==> config.mk <==
export PLATFORM = sky130hd
export DESIGN_NAME = render_shape_sequencer
export DESIGN_NICKNAME = d
export VERILOG_FILES = /design/src/rtl/render_shape_sequencer.sv
export SDC_FILE = /design/constraint.sdc
export NUM_CORES = 2
export LEC_CHECK = 0
export ABC_AREA = 1
export CAP_MARGIN = 20
export CORE_AREA = 2 2 473 475
export CTS_BUF_LIST = sky130_fd_sc_hd__clkbuf_4 sky130_fd_sc_hd__clkbuf_8
export CTS_CLUSTER_SIZE = 8
export DETAILED_ROUTE_END_ITERATION = 8
export DIE_AREA = 0 0 475 477
export DONT_BUFFER_PORTS = 1
export PLACE_DENSITY = 0.55
export RECOVER_POWER = 25
export SKIP_LAST_GASP = 1
export SYNTH_ARGS = -nofsm -noshare
export SYNTH_HDL_FRONTEND = slang
export SYNTH_SLANG_ARGS = --single-unit
==> constraint.sdc <==
create_clock -name clk -period 126 [get_ports clk]
set_clock_uncertainty 0.1 [all_clocks]
set_input_delay 18.9 -clock clk [delete_from_list [all_inputs] [get_ports clk]]
set_output_delay 18.9 -clock clk [all_outputs]
set_load 0.05 [all_outputs]
==> src/rtl/render_shape_sequencer.sv <==
// Raster timing and shape-table controller for the render_shape rasterizer bank.
// Generates frame/line strobes, double-buffers the shape table and resolves the front-most hit.
module render_shape_sequencer #(
    parameter int NUM_SHAPES = 7,
    parameter int H_ACTIVE   = 640,
    parameter int H_TOTAL    = 800,
    parameter int V_ACTIVE   = 480,
    parameter int V_TOTAL    = 525,
    parameter int INT_BITS   = 16,
    parameter int FLOAT_BITS = 32
) (
    input  logic                             clk,
    input  logic                             rst,
    input  logic                             wr_en,
    output logic                             wr_ready,
    input  logic [$clog2(NUM_SHAPES)-1:0]    wr_idx,
    input  logic [2:0]                       wr_field,
    input  logic [FLOAT_BITS-1:0]            wr_data,
    input  logic                             commit_req,
    output logic                             commit_done,
    output logic                             newframe,
    output logic                             newline,
    output logic [NUM_SHAPES*INT_BITS-1:0]   shp_ty,
    output logic [NUM_SHAPES*INT_BITS-1:0]   shp_size,
    output logic [NUM_SHAPES*FLOAT_BITS-1:0] shp_sin,
    output logic [NUM_SHAPES*FLOAT_BITS-1:0] shp_cos,
    output logic [NUM_SHAPES*FLOAT_BITS-1:0] shp_ix,
    output logic [NUM_SHAPES*FLOAT_BITS-1:0] shp_iy,
    input  logic [NUM_SHAPES-1:0]            hit,
    output logic                             pix_valid,
    output logic [INT_BITS-1:0]              pix_x,
    output logic [INT_BITS-1:0]              pix_y,
    output logic [$clog2(NUM_SHAPES+1)-1:0]  pix_shape
);

    localparam int HW      = $clog2(H_TOTAL);
    localparam int VW      = $clog2(V_TOTAL);
    localparam int IDX_W   = $clog2(NUM_SHAPES);
    localparam int SHAPE_W = $clog2(NUM_SHAPES + 1);

    localparam logic [1:0] IDLE    = 2'd0;
    localparam logic [1:0] PENDING = 2'd1;
    localparam logic [1:0] DONE    = 2'd2;

    logic [HW-1:0] hcnt;
    logic [VW-1:0] vcnt;
    logic          h_last;
    logic          v_last;
    logic          active;

    assign h_last   = (hcnt == HW'(H_TOTAL - 1));
    assign v_last   = (vcnt == VW'(V_TOTAL - 1));
    assign active   = (hcnt < HW'(H_ACTIVE)) && (vcnt < VW'(V_ACTIVE));
    assign newframe = h_last && v_last;
    // No strobe after the last active line: the frame strobe re-seeds row 0 instead.
    assign newline  = h_last && (vcnt < VW'(V_ACTIVE - 1));

    always_ff @(posedge clk or posedge rst) begin
        if (rst) begin
            hcnt <= '0;
            vcnt <= '0;
        end else if (h_last) begin
            hcnt <= '0;
            vcnt <= v_last ? '0 : vcnt + 1'b1;
        end else begin
            hcnt <= hcnt + 1'b1;
        end
    end

    logic [1:0] state;
    logic [1:0] state_next;
    logic       swap;
    logic       wr_accept;

    always_comb begin
        state_next = state;
        case (state)
            IDLE:    if (commit_req) state_next = PENDING;
            PENDING: if (newframe)   state_next = DONE;
            DONE:    state_next = IDLE;
            default: state_next = IDLE;
        endcase
    end

    always_ff @(posedge clk or posedge rst) begin
        if (rst) state <= IDLE;
        else     state <= state_next;
    end

    assign wr_ready    = (state == IDLE);
    assign commit_done = (state == DONE);
    assign swap        = (state == PENDING) && newframe;
    assign wr_accept   = wr_en && wr_ready;

    // Writes only land in IDLE and swaps only in PENDING, so they never collide.
    generate
        for (genvar gi = 0; gi < NUM_SHAPES; gi++) begin : gen_slot
            logic                  sel;
            logic [INT_BITS-1:0]   sh_ty, sh_size, lv_ty, lv_size;
            logic [FLOAT_BITS-1:0] sh_sin, sh_cos, sh_ix, sh_iy;
            logic [FLOAT_BITS-1:0] lv_sin, lv_cos, lv_ix, lv_iy;

            assign sel = wr_accept && (wr_idx == IDX_W'(gi));

            always_ff @(posedge clk or posedge rst) begin
                if (rst) begin
                    sh_ty   <= '0;
                    sh_size <= '0;
                    sh_sin  <= '0;
                    sh_cos  <= '0;
                    sh_ix   <= '0;
                    sh_iy   <= '0;
                    lv_ty   <= '0;
                    lv_size <= '0;
                    lv_sin  <= '0;
                    lv_cos  <= '0;
                    lv_ix   <= '0;
                    lv_iy   <= '0;
                end else begin
                    if (sel) begin
                        case (wr_field)
                            3'd0:    sh_ty   <= wr_data[INT_BITS-1:0];
                            3'd1:    sh_size <= wr_data[INT_BITS-1:0];
                            3'd2:    sh_sin  <= wr_data;
                            3'd3:    sh_cos  <= wr_data;
                            3'd4:    sh_ix   <= wr_data;
                            3'd5:    sh_iy   <= wr_data;
                            default: ;
                        endcase
                    end
                    if (swap) begin
                        lv_ty   <= sh_ty;
                        lv_size <= sh_size;
                        lv_sin  <= sh_sin;
                        lv_cos  <= sh_cos;
                        lv_ix   <= sh_ix;
                        lv_iy   <= sh_iy;
                    end
                end
            end

            assign shp_ty  [gi*INT_BITS   +: INT_BITS]   = lv_ty;
            assign shp_size[gi*INT_BITS   +: INT_BITS]   = lv_size;
            assign shp_sin [gi*FLOAT_BITS +: FLOAT_BITS] = lv_sin;
            assign shp_cos [gi*FLOAT_BITS +: FLOAT_BITS] = lv_cos;
            assign shp_ix  [gi*FLOAT_BITS +: FLOAT_BITS] = lv_ix;
            assign shp_iy  [gi*FLOAT_BITS +: FLOAT_BITS] = lv_iy;
        end
    endgenerate

    logic [SHAPE_W-1:0] first_hit;

    always_comb begin
        first_hit = SHAPE_W'(NUM_SHAPES);
        for (int i = NUM_SHAPES - 1; i >= 0; i--) begin
            if (hit[i]) first_hit = SHAPE_W'(i);
        end
    end

    always_ff @(posedge clk or posedge rst) begin
        if (rst) begin
            pix_valid <= 1'b0;
            pix_x     <= '0;
            pix_y     <= '0;
            pix_shape <= '0;
        end else begin
            pix_valid <= active;
            pix_x     <= INT_BITS'(hcnt);
            pix_y     <= INT_BITS'(vcnt);
            pix_shape <= active ? first_hit : SHAPE_W'(NUM_SHAPES);
        end
    end

endmodule
* After elaboration in Yosys (flattened, before gate mapping)
Index checks and enable logic that the tools add are counted.
** Word-level totals
- Bits of input ports :: 49
- Bits in registers :: 2286
- Memory bits (writable) :: 0
- Logic and storage cells :: 184
- Bits in latches :: 0
- Output and inout port bits :: 1160
- Memory bits (read-only) :: 0
- Memories :: 0
** Cells by class
- Bitwise operators :: 0
- Div/mod/pow operators :: 0
- Shifts and indexed selects :: 0
- Order comparisons :: 3
- Multiplexer cells :: 13
- $add $sub $neg :: 2
- Multipliers :: 0
- Reduce and logical (&&, ||, !) cells :: 58
- Equal/unequal tests :: 17
** Operators by type and width (number)
- $reduce_and A2 Y1 :: 43
- $mux W3 :: 7
- $add A10 B1 Y10 const B :: 2
- $eq A10 B10 Y1 const B :: 2
- $lt A10 B9 Y1 const B :: 2
- $mux W10 :: 2
- $eq A3 B3 Y1 const B :: 5
- $eq A3 B2 Y1 const B :: 4
- $logic_and A1 B1 Y1 :: 12
- $lt A10 B10 Y1 const B :: 1
- $eq A3 B1 Y1 const B :: 2
- $logic_not A3 Y1 :: 2
- $mux W2 :: 2
- $pmux W2 S2 :: 1
- $eq A2 B1 Y1 const B :: 1
- $eq A2 B2 Y1 const B :: 1
- $logic_not A2 Y1 :: 1
- $ne A2 B1 Y1 const B :: 1
- $ne A2 B2 Y1 const B :: 1
- $mux W1 :: 1

* Depth between registers and ports, before layout
- Depth in word-level cells :: 8
- Gate-level depth with buffers :: 11
- Gate-level depth less buffers :: 8

* Worst setup path before layout
Ideal clock, no wire load.
- Kind :: register -> output
- Start point :: register hcnt[0]
- End point :: output newline
- Path buffers :: 3
- Cell stages (with the launch flop) :: 11
- Slack :: 104.764 ns
- Data arrival time :: 2.236 ns
- Data required time :: 107.000 ns
- Cell sequence :: dfrtp_1 ha_1 nand2_1 nor2_2 inv_1 nor2_1 buf_4 buf_2 buf_2 nand2_1 a21oi_1
** Between the ends
- Longest elaborated chain between the ends :: 2
** Ends and longest elaborated chain
- start: declaration :: line 45 : logic [HW-1:0] hcnt;
- start signal: assignment :: line 66 : hcnt <= hcnt + 1'b1;
- $eq A10 B10 Y1 :: line 51 : assign h_last = (hcnt == HW'(H_TOTAL - 1));
- $logic_and A1 B1 Y1 :: line 56 : assign newline = h_last && (vcnt < VW'(V_ACTIVE - 1));
- end: declaration :: line 22 : output logic newline,
No other way between the ends.

==> impl_metrics.toml <==
[outcome]
outcome = "finished with violations"
violations = "capacitance limit, slew limit"

[clock_network]
clkTransAtPathRegs_ns = 0.06
root_buffer = "clkbuf_8"
clock_latency_ns = 1.11
cts_buffer_depth = 4
cts_made_buffers = 393
hold_buffers = 0
cts.repair.resized = 0
cts.htree.levels = 5
post_cts_buffers = 0
cts_tree = "yes"
cts.sinks = 2286

[logic_synthesis]
yosys_warnings = 0
synth_edf_count = 0
ys_types = 31
syn_area_mm2 = 0.0882
yosysSeqAreaShare_pct = 64.8
synth_top_area_share_pct = 64.8
synth_area_leader_cell = "dfrtp_1"
synth_area_leaders = "dfrtp_1, nand2_1, nand4_1, o21ai_0, buf_2"
synth_ff_type = "dfrtp_1"
synth_area_per_cell_um2 = 9.67
synth_cells = 9127
ys_seq_elements = 2286
synthArstFlopShare_pct = 100

[setup_path]
cp_data_required_time_ns = 126.95
regToRegEndpoint = "gen_slot[4].lv_sin[31]"
cp-end-kind = "async pin"
ff2ff_setup_slack_ns = 109.88
ff2ff_path_depth = 14
r2r-start = "hcnt[0]"
worst_setup_path_start_kind = "input pin"
cp_max_fo = 114
worstPathArrival_ns = 30.48
worstSetupPathType = "in2async"

[floorplanning]
initial_utilization_pct = 39.8
dieArea_mm2 = 0.227
fp.dieW_um = 475
die_h_um = 477
num_rows = 173
core_region_area_mm2 = 0.221
ios = 1209

[layout]
syn_to_final_growth_pct = 11.1
drive_above_1_share_pct = 9.88
nets = 8935
fillers = 21500
seqCellArea_mm2 = 0.0572
multi_input_area_mm2 = 0.0269

[sta]
finalSetupViolCount = 0
finalCritPeriodShare_pct = 23.4
hold_viol = 0
finalMaxSlewViolations = 1607
min_period_ns = 29.53
tns_ns = 0
tightest_slew_ns = 9.64
rsz0062_at_grt = "no"
fmax_mhz = 33.9
maxSlewHeadroom_pct = -543

[global_routing]
overflow = 0
grt_max_degree = 214
antenna_found_initial = 35
grt_pass1_wl_mm = 467
grt.total_usage_pct = 27.8
grt_pass1_vias = 65100

[hold_path]
min_to = "pix_x[9]"
worstHoldPathCells = 0
hold_path_startpoint = "hcnt[9]"
holdCritPathClass = "reg2reg"

[detailed_routing]
drt_wl_total_mm = 320
viasPerCell = 5.53
vias = 67300
antenna_left = 0
wl_per_cell_um = 26.3
drt_iter0_markers = 6742
remaining_drc_errors = 0
first_pass_iters = 6

[power]
total_power_uw = 1480
vdd_drop_max_mv = 0.00987
leakage_uw = 0.0506
power.density_mw_per_mm2 = 15.1

[placement]
dp_hpwl_mm = 194
portBuffers = 0
gp_congestion = 0.866

[job]
cap_viol_max_count = 23
[area by class of cell]
type	instances	share of cell area, %
clock buffer	651	8.14
tap	2975	3.80
sequential	2286	58.4
multi-input combinational	5957	27.4
timing repair buffer	166	1.60
inverter	79	0.314
antenna	13	0.0332
clock inverter	30	0.306
[how the worst max path moves through the flow]
stage / from / end / slack (ns) / cells past startpoint
2_1_floorplan: rst / gen_slot[0].lv_cos[0] / 42.40 / 1
3_3_place_gp: rst / gen_slot[1].lv_iy[11] / 99.46 / 9
3_5_place_dp: rst / gen_slot[1].lv_iy[12] / 99.31 / 9
4_1_cts: rst / gen_slot[1].lv_cos[0] / 100.54 / 9
5_1_grt: rst / gen_slot[1].sh_sin[29] / 94.40 / 9
6_report: rst / gen_slot[0].sh_ix[1] / 96.47 / 9
[power by group]
group          total (uW)  leakage [uW]  switching (uW)  internal (uW)
logic                33.3        0.0143            31.3           1.98
registers             735        0.0319           0.192            735
clock network         707       0.00444             304            403
total                1480        0.0506             336           1140
[sequential cells by signal, indices dropped and copies added, names as in the netlist]
name,flops
gen_slot.lv_sin,224
pix_x,10
gen_slot.sh_iy,224
gen_slot.sh_size,112
gen_slot.lv_size,112
gen_slot.lv_ty,112
state,2
pix_shape,3
vcnt,10
hcnt,10
gen_slot.lv_iy,224
gen_slot.lv_cos,224
pix_valid,1
gen_slot.sh_cos,224
gen_slot.lv_ix,224
gen_slot.sh_ty,112
pix_y,10
gen_slot.sh_sin,224
gen_slot.sh_ix,224
[critical path, stage by stage]
cell	delay [ns]
clkinvlp_2	2.94
clkbuf_1	2.52
buf_4	0.96
buf_4	0.86
buf_4	0.74
buf_4	0.68
buf_4	0.82
buf_4	0.82
buf_4	0.90
[synth_stat cells, drive strengths merged (2+ instances only)]
cell type,instances
nand2,3601
dfrtp,2286
o21ai,1131
nand4,1126
buf,432
clkbuf,384
inv,78
nor2,38
nand3,22
nor3,7
a21oi,4
xor2,4
ha,3
o21bai,2
or2,2
[per-stage QoR]
step / instances / hold slack (ns) / worst slack (ns) / util, % / instance area, um^2
global placement: 11400 / 0.292 / 99.46 / 40.3 / 89300
floorplan: 9138 / 0.269 / 42.40 / - / 88300
finish: 12200 / 0.306 / 96.47 / 44.2 / 98000
global route: 12100 / 0.312 / 94.40 / 44.2 / 98000
detailed placement: 11400 / 0.298 / 99.31 / 40.4 / 89400
CTS: 12100 / 0.307 / 100.54 / 44.1 / 97700
[per-layer routing]
metal | track usage (%) | part of all wire [%]
met5 | 0 | 0
met4 | 12.9 | 5.2
met3 | 10.8 | 12
met2 | 41.7 | 45
met1 | 35.3 | 39
[cell families (layout without fill, tap and decap cells)]
| logic type | after synthesis | after routing | share of synthesized area, % |
|---|---|---|---|
| adders and majority gates | 3 | 3 | 0.0426 |
| DFF | 2286 | 2286 | 64.8 |
| other | 1 | 25 | 0.00425 |
| xor gates and xnor gates | 5 | 5 | 0.0496 |
| buffers and inverters | 895 | 926 | 4.78 |
| AOI/OAI and AO/OA | 1140 | 1140 | 6.48 |
| and+or+nand+nor | 4797 | 4797 | 23.8 |
[cell usage in the layout (no fill, tap or decap), types with 28 or more instances in the layout]
cell and instances:
dfrtp_1 2286, inv_1 40, inv_2 29, clkbuf_4 157
nand2_1 3576, buf_4 119, nand4_1 1126, o21ai_0 1131
clkbuf_8 494, nor2_1 28
Note: power is estimated with default switching activity, not from simulation.
